## src/rtl/psp_pkg.sv

```systemverilog
// rtl/psp_pkg.sv - shared types and widths for the memory-port arbiter
package psp_pkg;

    localparam int XLEN = 32;

    typedef enum logic {
        IDLE,
        WAIT
    } arb_state_t;

    typedef enum logic {
        REQ_I,
        REQ_D
    } req_id_t;

endpackage

```

## src/rtl/mem_arbiter_if.sv

```systemverilog
// rtl/mem_arbiter_if.sv - requester and memory-port signal bundle for mem_arbiter
// Ports: i_req_* / i_resp_* (instruction side), d_req_* / d_resp_* (data side),
//        mem_* (single shared memory port). slave = arbiter view, master = environment view.
interface mem_arbiter_if;
    import psp_pkg::*;

    logic            i_req_valid;
    logic [XLEN-1:0] i_req_addr;
    logic            i_req_ready;
    logic            i_resp_valid;
    logic [XLEN-1:0] i_resp_data;

    logic            d_req_valid;
    logic [XLEN-1:0] d_req_addr;
    logic [XLEN-1:0] d_req_wdata;
    logic            d_req_we;
    logic            d_req_ready;
    logic            d_resp_valid;
    logic [XLEN-1:0] d_resp_data;

    logic [XLEN-1:0] mem_addr;
    logic [XLEN-1:0] mem_data_i;
    logic            mem_data_en;
    logic            mem_write_en;
    logic [XLEN-1:0] mem_data_o;

    modport slave (
        input  i_req_valid, i_req_addr,
        output i_req_ready, i_resp_valid, i_resp_data,
        input  d_req_valid, d_req_addr, d_req_wdata, d_req_we,
        output d_req_ready, d_resp_valid, d_resp_data,
        output mem_addr, mem_data_i, mem_data_en, mem_write_en,
        input  mem_data_o
    );

    modport master (
        output i_req_valid, i_req_addr,
        input  i_req_ready, i_resp_valid, i_resp_data,
        output d_req_valid, d_req_addr, d_req_wdata, d_req_we,
        input  d_req_ready, d_resp_valid, d_resp_data,
        input  mem_addr, mem_data_i, mem_data_en, mem_write_en,
        output mem_data_o
    );

endinterface

```

## src/rtl/rr_arb2.sv

```systemverilog
// rtl/rr_arb2.sv - two-way round-robin grant with registered last-grant pointer
// Ports: clk, reset (sync, active high), req_i/req_d (requests), accept (grant taken),
//        grant_valid/grant_id (combinational winner).
module rr_arb2
    import psp_pkg::*;
(
    input  logic    clk,
    input  logic    reset,
    input  logic    req_i,
    input  logic    req_d,
    input  logic    accept,
    output logic    grant_valid,
    output req_id_t grant_id
);

    req_id_t last_q;
    req_id_t last_d;

    // Pointer starts at I so the first conflict after reset goes to D.
    always_comb begin
        grant_valid = req_i | req_d;
        grant_id    = REQ_I;
        if (req_i && req_d) begin
            grant_id = (last_q == REQ_I) ? REQ_D : REQ_I;
        end else if (req_d) begin
            grant_id = REQ_D;
        end
    end

    // Kept in its own block so accept (derived from grant) does not form a loop.
    always_comb begin
        last_d = last_q;
        if (accept) begin
            last_d = grant_id;
        end
    end

    always_ff @(posedge clk) begin
        if (reset) begin
            last_q <= REQ_I;
        end else begin
            last_q <= last_d;
        end
    end

endmodule

```

## src/rtl/mem_arbiter.sv

```systemverilog
// rtl/mem_arbiter.sv - serialises I-side and D-side misses onto one memory port
// Ports: clk, reset (sync, active high), bus (mem_arbiter_if.slave: both requester
//        channels plus the shared memory port). MEM_LATENCY = issue-to-data cycles (1..15).
module mem_arbiter
    import psp_pkg::*;
#(
    parameter int MEM_LATENCY = 1
) (
    input  logic          clk,
    input  logic          reset,
    mem_arbiter_if.slave  bus
);

    localparam logic [3:0] LAT = 4'(MEM_LATENCY);

    arb_state_t state_q, state_d;
    req_id_t    owner_q, owner_d;
    logic       we_q, we_d;
    logic [3:0] cnt_q, cnt_d;

    logic    grant_valid;
    req_id_t grant_id;
    logic    accept;
    logic    resp_fire;

    rr_arb2 u_rr_arb2 (
        .clk         (clk),
        .reset       (reset),
        .req_i       (bus.i_req_valid),
        .req_d       (bus.d_req_valid),
        .accept      (accept),
        .grant_valid (grant_valid),
        .grant_id    (grant_id)
    );

    // Reset gates every strobe so nothing leaks out while reset is held.
    assign accept    = (state_q == IDLE) && grant_valid && !reset;
    assign resp_fire = (state_q == WAIT) && (cnt_q == 4'd1) && !reset;

    always_comb begin
        state_d          = state_q;
        owner_d          = owner_q;
        we_d             = we_q;
        cnt_d            = cnt_q;
        bus.i_req_ready  = 1'b0;
        bus.d_req_ready  = 1'b0;
        bus.i_resp_valid = 1'b0;
        bus.i_resp_data  = '0;
        bus.d_resp_valid = 1'b0;
        bus.d_resp_data  = '0;
        bus.mem_addr     = '0;
        bus.mem_data_i   = '0;
        bus.mem_data_en  = 1'b0;
        bus.mem_write_en = 1'b0;

        if (accept) begin
            bus.mem_data_en = 1'b1;
            state_d         = WAIT;
            owner_d         = grant_id;
            cnt_d           = LAT;
            if (grant_id == REQ_D) begin
                bus.d_req_ready  = 1'b1;
                bus.mem_addr     = bus.d_req_addr;
                bus.mem_data_i   = bus.d_req_wdata;
                bus.mem_write_en = bus.d_req_we;
                we_d             = bus.d_req_we;
            end else begin
                bus.i_req_ready = 1'b1;
                bus.mem_addr    = bus.i_req_addr;
                we_d            = 1'b0;
            end
        end

        if (state_q == WAIT) begin
            cnt_d = cnt_q - 4'd1;
            if (cnt_q == 4'd1) begin
                state_d = IDLE;
            end
        end

        // Read data is passed straight through from memory on the response cycle.
        if (resp_fire) begin
            if (owner_q == REQ_I) begin
                bus.i_resp_valid = 1'b1;
                bus.i_resp_data  = bus.mem_data_o;
            end else begin
                bus.d_resp_valid = 1'b1;
                bus.d_resp_data  = we_q ? '0 : bus.mem_data_o;
            end
        end
    end

    always_ff @(posedge clk) begin
        if (reset) begin
            state_q <= IDLE;
            owner_q <= REQ_I;
            we_q    <= 1'b0;
            cnt_q   <= 4'd0;
        end else begin
            state_q <= state_d;
            owner_q <= owner_d;
            we_q    <= we_d;
            cnt_q   <= cnt_d;
        end
    end

endmodule

```

## src/flat_wrapper.sv

```systemverilog
// flat-port wrapper written by rule: the top's interface ports become plain ports
module mem_arbiter_flat import psp_pkg::*;
#(
    parameter int MEM_LATENCY = 1
)
  (clk, reset, bus_i_req_valid, bus_i_req_addr, bus_i_req_ready, bus_i_resp_valid, bus_i_resp_data, bus_d_req_valid, bus_d_req_addr, bus_d_req_wdata, bus_d_req_we, bus_d_req_ready, bus_d_resp_valid, bus_d_resp_data, bus_mem_addr, bus_mem_data_i, bus_mem_data_en, bus_mem_write_en, bus_mem_data_o);
  mem_arbiter_if bus_i ();
  input  logic clk;
  input  logic reset;
  input wire logic [$bits(bus_i.i_req_valid)-1:0] bus_i_req_valid;
  input wire logic [$bits(bus_i.i_req_addr)-1:0] bus_i_req_addr;
  output wire logic [$bits(bus_i.i_req_ready)-1:0] bus_i_req_ready;
  output wire logic [$bits(bus_i.i_resp_valid)-1:0] bus_i_resp_valid;
  output wire logic [$bits(bus_i.i_resp_data)-1:0] bus_i_resp_data;
  input wire logic [$bits(bus_i.d_req_valid)-1:0] bus_d_req_valid;
  input wire logic [$bits(bus_i.d_req_addr)-1:0] bus_d_req_addr;
  input wire logic [$bits(bus_i.d_req_wdata)-1:0] bus_d_req_wdata;
  input wire logic [$bits(bus_i.d_req_we)-1:0] bus_d_req_we;
  output wire logic [$bits(bus_i.d_req_ready)-1:0] bus_d_req_ready;
  output wire logic [$bits(bus_i.d_resp_valid)-1:0] bus_d_resp_valid;
  output wire logic [$bits(bus_i.d_resp_data)-1:0] bus_d_resp_data;
  output wire logic [$bits(bus_i.mem_addr)-1:0] bus_mem_addr;
  output wire logic [$bits(bus_i.mem_data_i)-1:0] bus_mem_data_i;
  output wire logic [$bits(bus_i.mem_data_en)-1:0] bus_mem_data_en;
  output wire logic [$bits(bus_i.mem_write_en)-1:0] bus_mem_write_en;
  input wire logic [$bits(bus_i.mem_data_o)-1:0] bus_mem_data_o;
  assign bus_i.i_req_valid = bus_i_req_valid;
  assign bus_i.i_req_addr = bus_i_req_addr;
  assign bus_i_req_ready = bus_i.i_req_ready;
  assign bus_i_resp_valid = bus_i.i_resp_valid;
  assign bus_i_resp_data = bus_i.i_resp_data;
  assign bus_i.d_req_valid = bus_d_req_valid;
  assign bus_i.d_req_addr = bus_d_req_addr;
  assign bus_i.d_req_wdata = bus_d_req_wdata;
  assign bus_i.d_req_we = bus_d_req_we;
  assign bus_d_req_ready = bus_i.d_req_ready;
  assign bus_d_resp_valid = bus_i.d_resp_valid;
  assign bus_d_resp_data = bus_i.d_resp_data;
  assign bus_mem_addr = bus_i.mem_addr;
  assign bus_mem_data_i = bus_i.mem_data_i;
  assign bus_mem_data_en = bus_i.mem_data_en;
  assign bus_mem_write_en = bus_i.mem_write_en;
  assign bus_i.mem_data_o = bus_mem_data_o;
  mem_arbiter #(.MEM_LATENCY(MEM_LATENCY)) u_core (.clk(clk), .reset(reset), .bus(bus_i));
endmodule
```

## config.mk

```make
export PLATFORM = sky130hd
export DESIGN_NAME = mem_arbiter_flat
export DESIGN_NICKNAME = d
export VERILOG_FILES = /design/src/rtl/psp_pkg.sv /design/src/rtl/mem_arbiter_if.sv /design/src/rtl/rr_arb2.sv /design/src/rtl/mem_arbiter.sv /design/src/flat_wrapper.sv
export SDC_FILE = /design/constraint.sdc
export NUM_CORES = 1
export LEC_CHECK = 0
export BUFFER_PORTS_ARGS = -buffer_cell sky130_fd_sc_hd__buf_4
export CAP_MARGIN = 20
export CORE_AREA = 2 2 104 106
export CTS_CLUSTER_SIZE = 25
export DETAILED_ROUTE_END_ITERATION = 6
export DIE_AREA = 0 0 106 108
export PLACE_DENSITY = 0.59
export SYNTH_ARGS = -nofsm -noshare
export SYNTH_HDL_FRONTEND = slang
export SYNTH_HIERARCHICAL = 1
export SYNTH_SLANG_ARGS = --single-unit
```

## constraint.sdc

```tcl
create_clock -name clk -period 3.4 [get_ports clk]
set_clock_uncertainty 0.1 [all_clocks]
set_input_delay 0 -clock clk [delete_from_list [all_inputs] [get_ports clk]]
set_output_delay 0 -clock clk [all_outputs]
set_load 0.03 [all_outputs]
```

# Word-level counts from Yosys, hierarchy flattened
# Cells that the tools add are included.
# classes
addsub,1
n_eq_ne,1
mux,27
bitwise,2
n_reduce_logical,7
# op_table
cell,count
2-to-1 mux 32 bit,9
2-to-1 mux 1 bit,16
2-to-1 mux 4 bit,2
logical AND 1 bit,5
"equality test 4 x 1 -> 1 bit, second input constant",1
"subtractor 4 x 1 -> 4 bit, second input constant",1
nonzero test 2 bit,1
zero test 1 bit,1
NOT 1 bit,1
bitwise OR 1 bit,1
# word_totals
regBits,7
inputBits,133
output_inout_bits,134
wordCells,42

# Depth between registers and ports, before layout
# logic_depth
word_depth,6
ltp_mapped,7
ltp_nobuf,5

# By module
# The synthesis kept the hierarchy.
# by_module_without_submodules
module,n_inst,cells_each,area_each_um2,seq_area_each_um2
mem_arbiter,1,224,1611.5,140.1
rr_arb2,1,6,70.1,20.0

# Least setup slack after synthesis
# No wires, ideal clock.
# synth_timing
kind,register to output
start,register u_core.cnt_q[0]
end,output port bus_i_resp_data[22]
arrival_ns,1.534
required_time_ns,3.300
setup_slack_ns,1.766
stages_incl_launch_ff,6
n_path_buf,1
path_cell_list,dfxtp_1 -> ha_1 -> nand4bb_4 -> nor3_4 -> buf_2 -> and2_1
# synth_via
elab_chain_len,4
# synth_lines
element,line_no,source
from (decl),mem_arbiter.sv:19,"logic [3:0] cnt_q, cnt_d;"
from (signal assigned),mem_arbiter.sv:103,cnt_q <= cnt_d;
equality test 4 x 1 -> 1 bit,mem_arbiter.sv:38,assign resp_fire = (state_q == WAIT) && (cnt_q == 4'd1) && !reset;
logical AND 1 bit (2 in series),mem_arbiter.sv:38,
2-to-1 mux 32 bit,mem_arbiter.sv:82,if (resp_fire) begin
to (decl),flat_wrapper.sv:14,output wire logic [$bits(bus_i.i_resp_data)-1:0] bus_i_resp_data;
# No other way between the ends.

# Final worst setup path
# layout_timing
start,register u_core.state_q
end,output port bus_d_resp_data[8]
# layout_via
elab_chain_len,3
# layout_lines
element,line_no,source
from (decl),mem_arbiter.sv:16,"arb_state_t state_q, state_d;"
from (signal assigned),mem_arbiter.sv:100,state_q <= state_d;
logical AND 1 bit (2 in series),mem_arbiter.sv:38,
2-to-1 mux 32 bit,mem_arbiter.sv:82,
to (decl),flat_wrapper.sv:21,output wire logic [$bits(bus_i.d_resp_data)-1:0] bus_d_resp_data;
# No other way between the ends.

==> summary.txt <==
Status
  – Status: finished, final reports clean

Final layout
  – Commonest non-fill, non-tap cell in the layout: buf_4
  – Final design utilization: 0.372
  – Layout cells sized above 1: 0.656
  – Nets@finish: 616
  – Most frequent cells in the layout: buf_4 (266), nor2_1 (36), and2_1 (33)
  – Synth-to-layout area growth: 126%
  – Diodes inserted: 0

CTS
  – Clock Sinks: 8
  – CTS tree: built
  – Clk_lat worst skew: between 200 and 250 ps
  – CTS H-tree depth: 1
  – Clk buf depth: 2
  – CTS Buf Count: 3
  – Clk pin slew, worst setup/hold paths: ~40 ps
  – CTS Root Cell: clkbuf_8

STA
  – Final hold violation count: 0
  – Final Cycle Share: 0.692
  – Relative slew slack: 0.401
  – Worst Tran Pin Value: roughly 900 ps
  – Min Tclk post-route: 2350 ps
  – TNS Setup: 0 ps
  – Final worst slack: 1050 ps
  – Max-slew violation count: 0
  – Fmax: 425 MHz
  – Finish-stage setup viols: 0
  – RSZ-0062 raised after global routing: false

Setup path
  – R2R cell count: 5
  – Crit start category: register
  – Setup crit end kind: primary output
  – Critical Path RT: ~3300 ps
  – Crit path max fanout: 32
  – CP Class: reg -> out
  – CP arrival: roughly 2300 ps

Power
  – Post-route total power: 663 µW
  – Leak pwr: between 2 and 2.5 nW
  – Ratio of total power to cell area: 174 nW/µm²
  – Largest vdd supply drop: 90.5 µV

Synth
  – Post-synth top flop: dfxtp_1
  – Post-synthesis cell type count: 33
  – Largest area contributor in the netlist: mux2i_1
  – YS warnings: 6
  – Post-synth ARST share: 0
  – Top cells by area in the synthesized netlist: mux2i_1 (19%), and2_2 (14%), and2_1 (12%)
  – Mapped Area: 1680 µm²
  – Cells after Synth: 230
  – Sequential-to-total area share from yosys stat: 0.0952
  – Post-synth top area share: 0.190
  – Syn avg cell area: roughly 7.3 µm²
  – Syn nets: 365
  – Post-synth EDFFs: 0
  – Synthesized flop and latch total: 8

Route
  – Met1 WL: 2830 µm
  – Final wirelength: 8170 µm
  – DRC Markers: 0
  – Routed length per placed instance: approximately 13 µm
  – Initial DRC Count: 120
  – Routed wl met3: 912 µm
  – First-pass detailed-route iteration total: 4
  – Met2 WL: 4410 µm
  – Total number of vias: 2501
  – Max layer used: met4
  – Vias per Instance: 4.07
  – Remaining antenna violation count after routing: 0

Floorplanning
  – Initial Utilization: 0.164
  – Chip height: between 100 and 150 µm
  – Number of core rows: 37
  – Die Wd: 106 µm
  – Core area: 10200 µm²
  – Die ar.: about 11000 µm²
  – Boundary Pins: around 270

Global route
  – Largest net degree at the start of global routing: 48
  – First-pass GRT wire length: 11800 µm
  – Initial antenna violation count: 0
  – Gr ovfl total: 0
  – Vias in the first global route: 2334
  – GR Util All Layers: 0.127

Placed design
  – Placer Congestion: 0.781
  – Port-buffer cells: 266
  – Post-DP HPWL: between 6000 and 7000 µm
  – Place WS: ~1300 ps

Run
  – Max-cap violation count: 0

Hold path
  – Hold Crit Class: in -> reg
  – Hold depth: 3
==> synth_stat cells, types with 2 or more instances <==
cell type   n
nor3_1      3
and2_1     33
dfxtp_1     8
nor2_1     36
nand2b_1    2
mux2i_1    32
a21oi_1     2
buf_6       2
nor3_4      2
and3_1     32
clkbuf_1    4
ha_1        2
o21ai_0     2
clkbuf_2    7
nand3b_1    2
buf_2       9
inv_1       5
and2_2     32
==> repair_timing <==
action | in CTS | in global routing
gates resized for setup | 0 | 0
hold endpoints to repair | 5 | 0
buffers inserted | 0 | 0
hold buffers | 1 | 0
setup endpoints to repair | 0 | 0
==> worst max-delay path, cell delays in order (launching register included) <==
cell and delay, ps:
dfxtp_1 610, nand4bb_4 210, nor3_4 760, and2_2 280, buf_4 160
==> per-layer routing <==
metal,track usage,vias to the layer above
li1,-,1260
met1,0.135,1077
met2,0.250,162
met3,0.0350,2
met4,0.0263,0
met5,0,-
==> where the power goes <==
part           internal [mW]  switching [mW]
combinational          0.216           0.222
clock                 0.0765          0.0348
sequential             0.102          0.0110
==> through the flow <==
step / cell area (µm²) / std cells / hold WS [ps]
floorplan: 1680 / 230 / 79.4
global placement: 3750 / 611 / 197
global route: 3800 / 615 / 58.1
CTS: 3800 / 615 / 55.5
finish: 3800 / 615 / 50.9
detailed placement: 3750 / 611 / 201
==> logic make-up (layout without fill, tap and decap cells) <==
kind of cell             Yosys count  count (layout)  synth area share
buffers and inverters             28             277            0.0848
AND/OR/NAND/NOR                  149             149             0.561
multiplexers                      32              32             0.190
AO/OA/AOI/OAI                     11              11            0.0536
adder cells (fa/ha/maj)            2               2            0.0149
flip-flops                         8               8            0.0952
==> final timing paths <==
path	from	end	slack [ps]
worst max-delay path	u_core/state_q	bus_d_resp_data[8]	1050
worst min-delay path	bus_d_req_we	u_core/we_q	50
worst min register to register	u_core/cnt_q[3]	u_core/cnt_q[3]	400
worst max register to register	u_core/state_q	u_core/we_q	1510
==> layout make-up <==
cell class	count	area, µm²
well taps	136	170
flip-flops and latches	8	160
repair buffers	268	2030
fillers	1057	6430
clock buffers	3	41.3
multi-input cells	194	1380
inverters	6	25.0
==> state kept, by name (all words and copies together), names as in the netlist <==
name                     cells
u_core/u_rr_arb2/last_q      1
u_core/we_q                  1
u_core/owner_q               1
u_core/cnt_q                 4
u_core/state_q               1
Note: power is estimated with default switching activity, not from simulation.
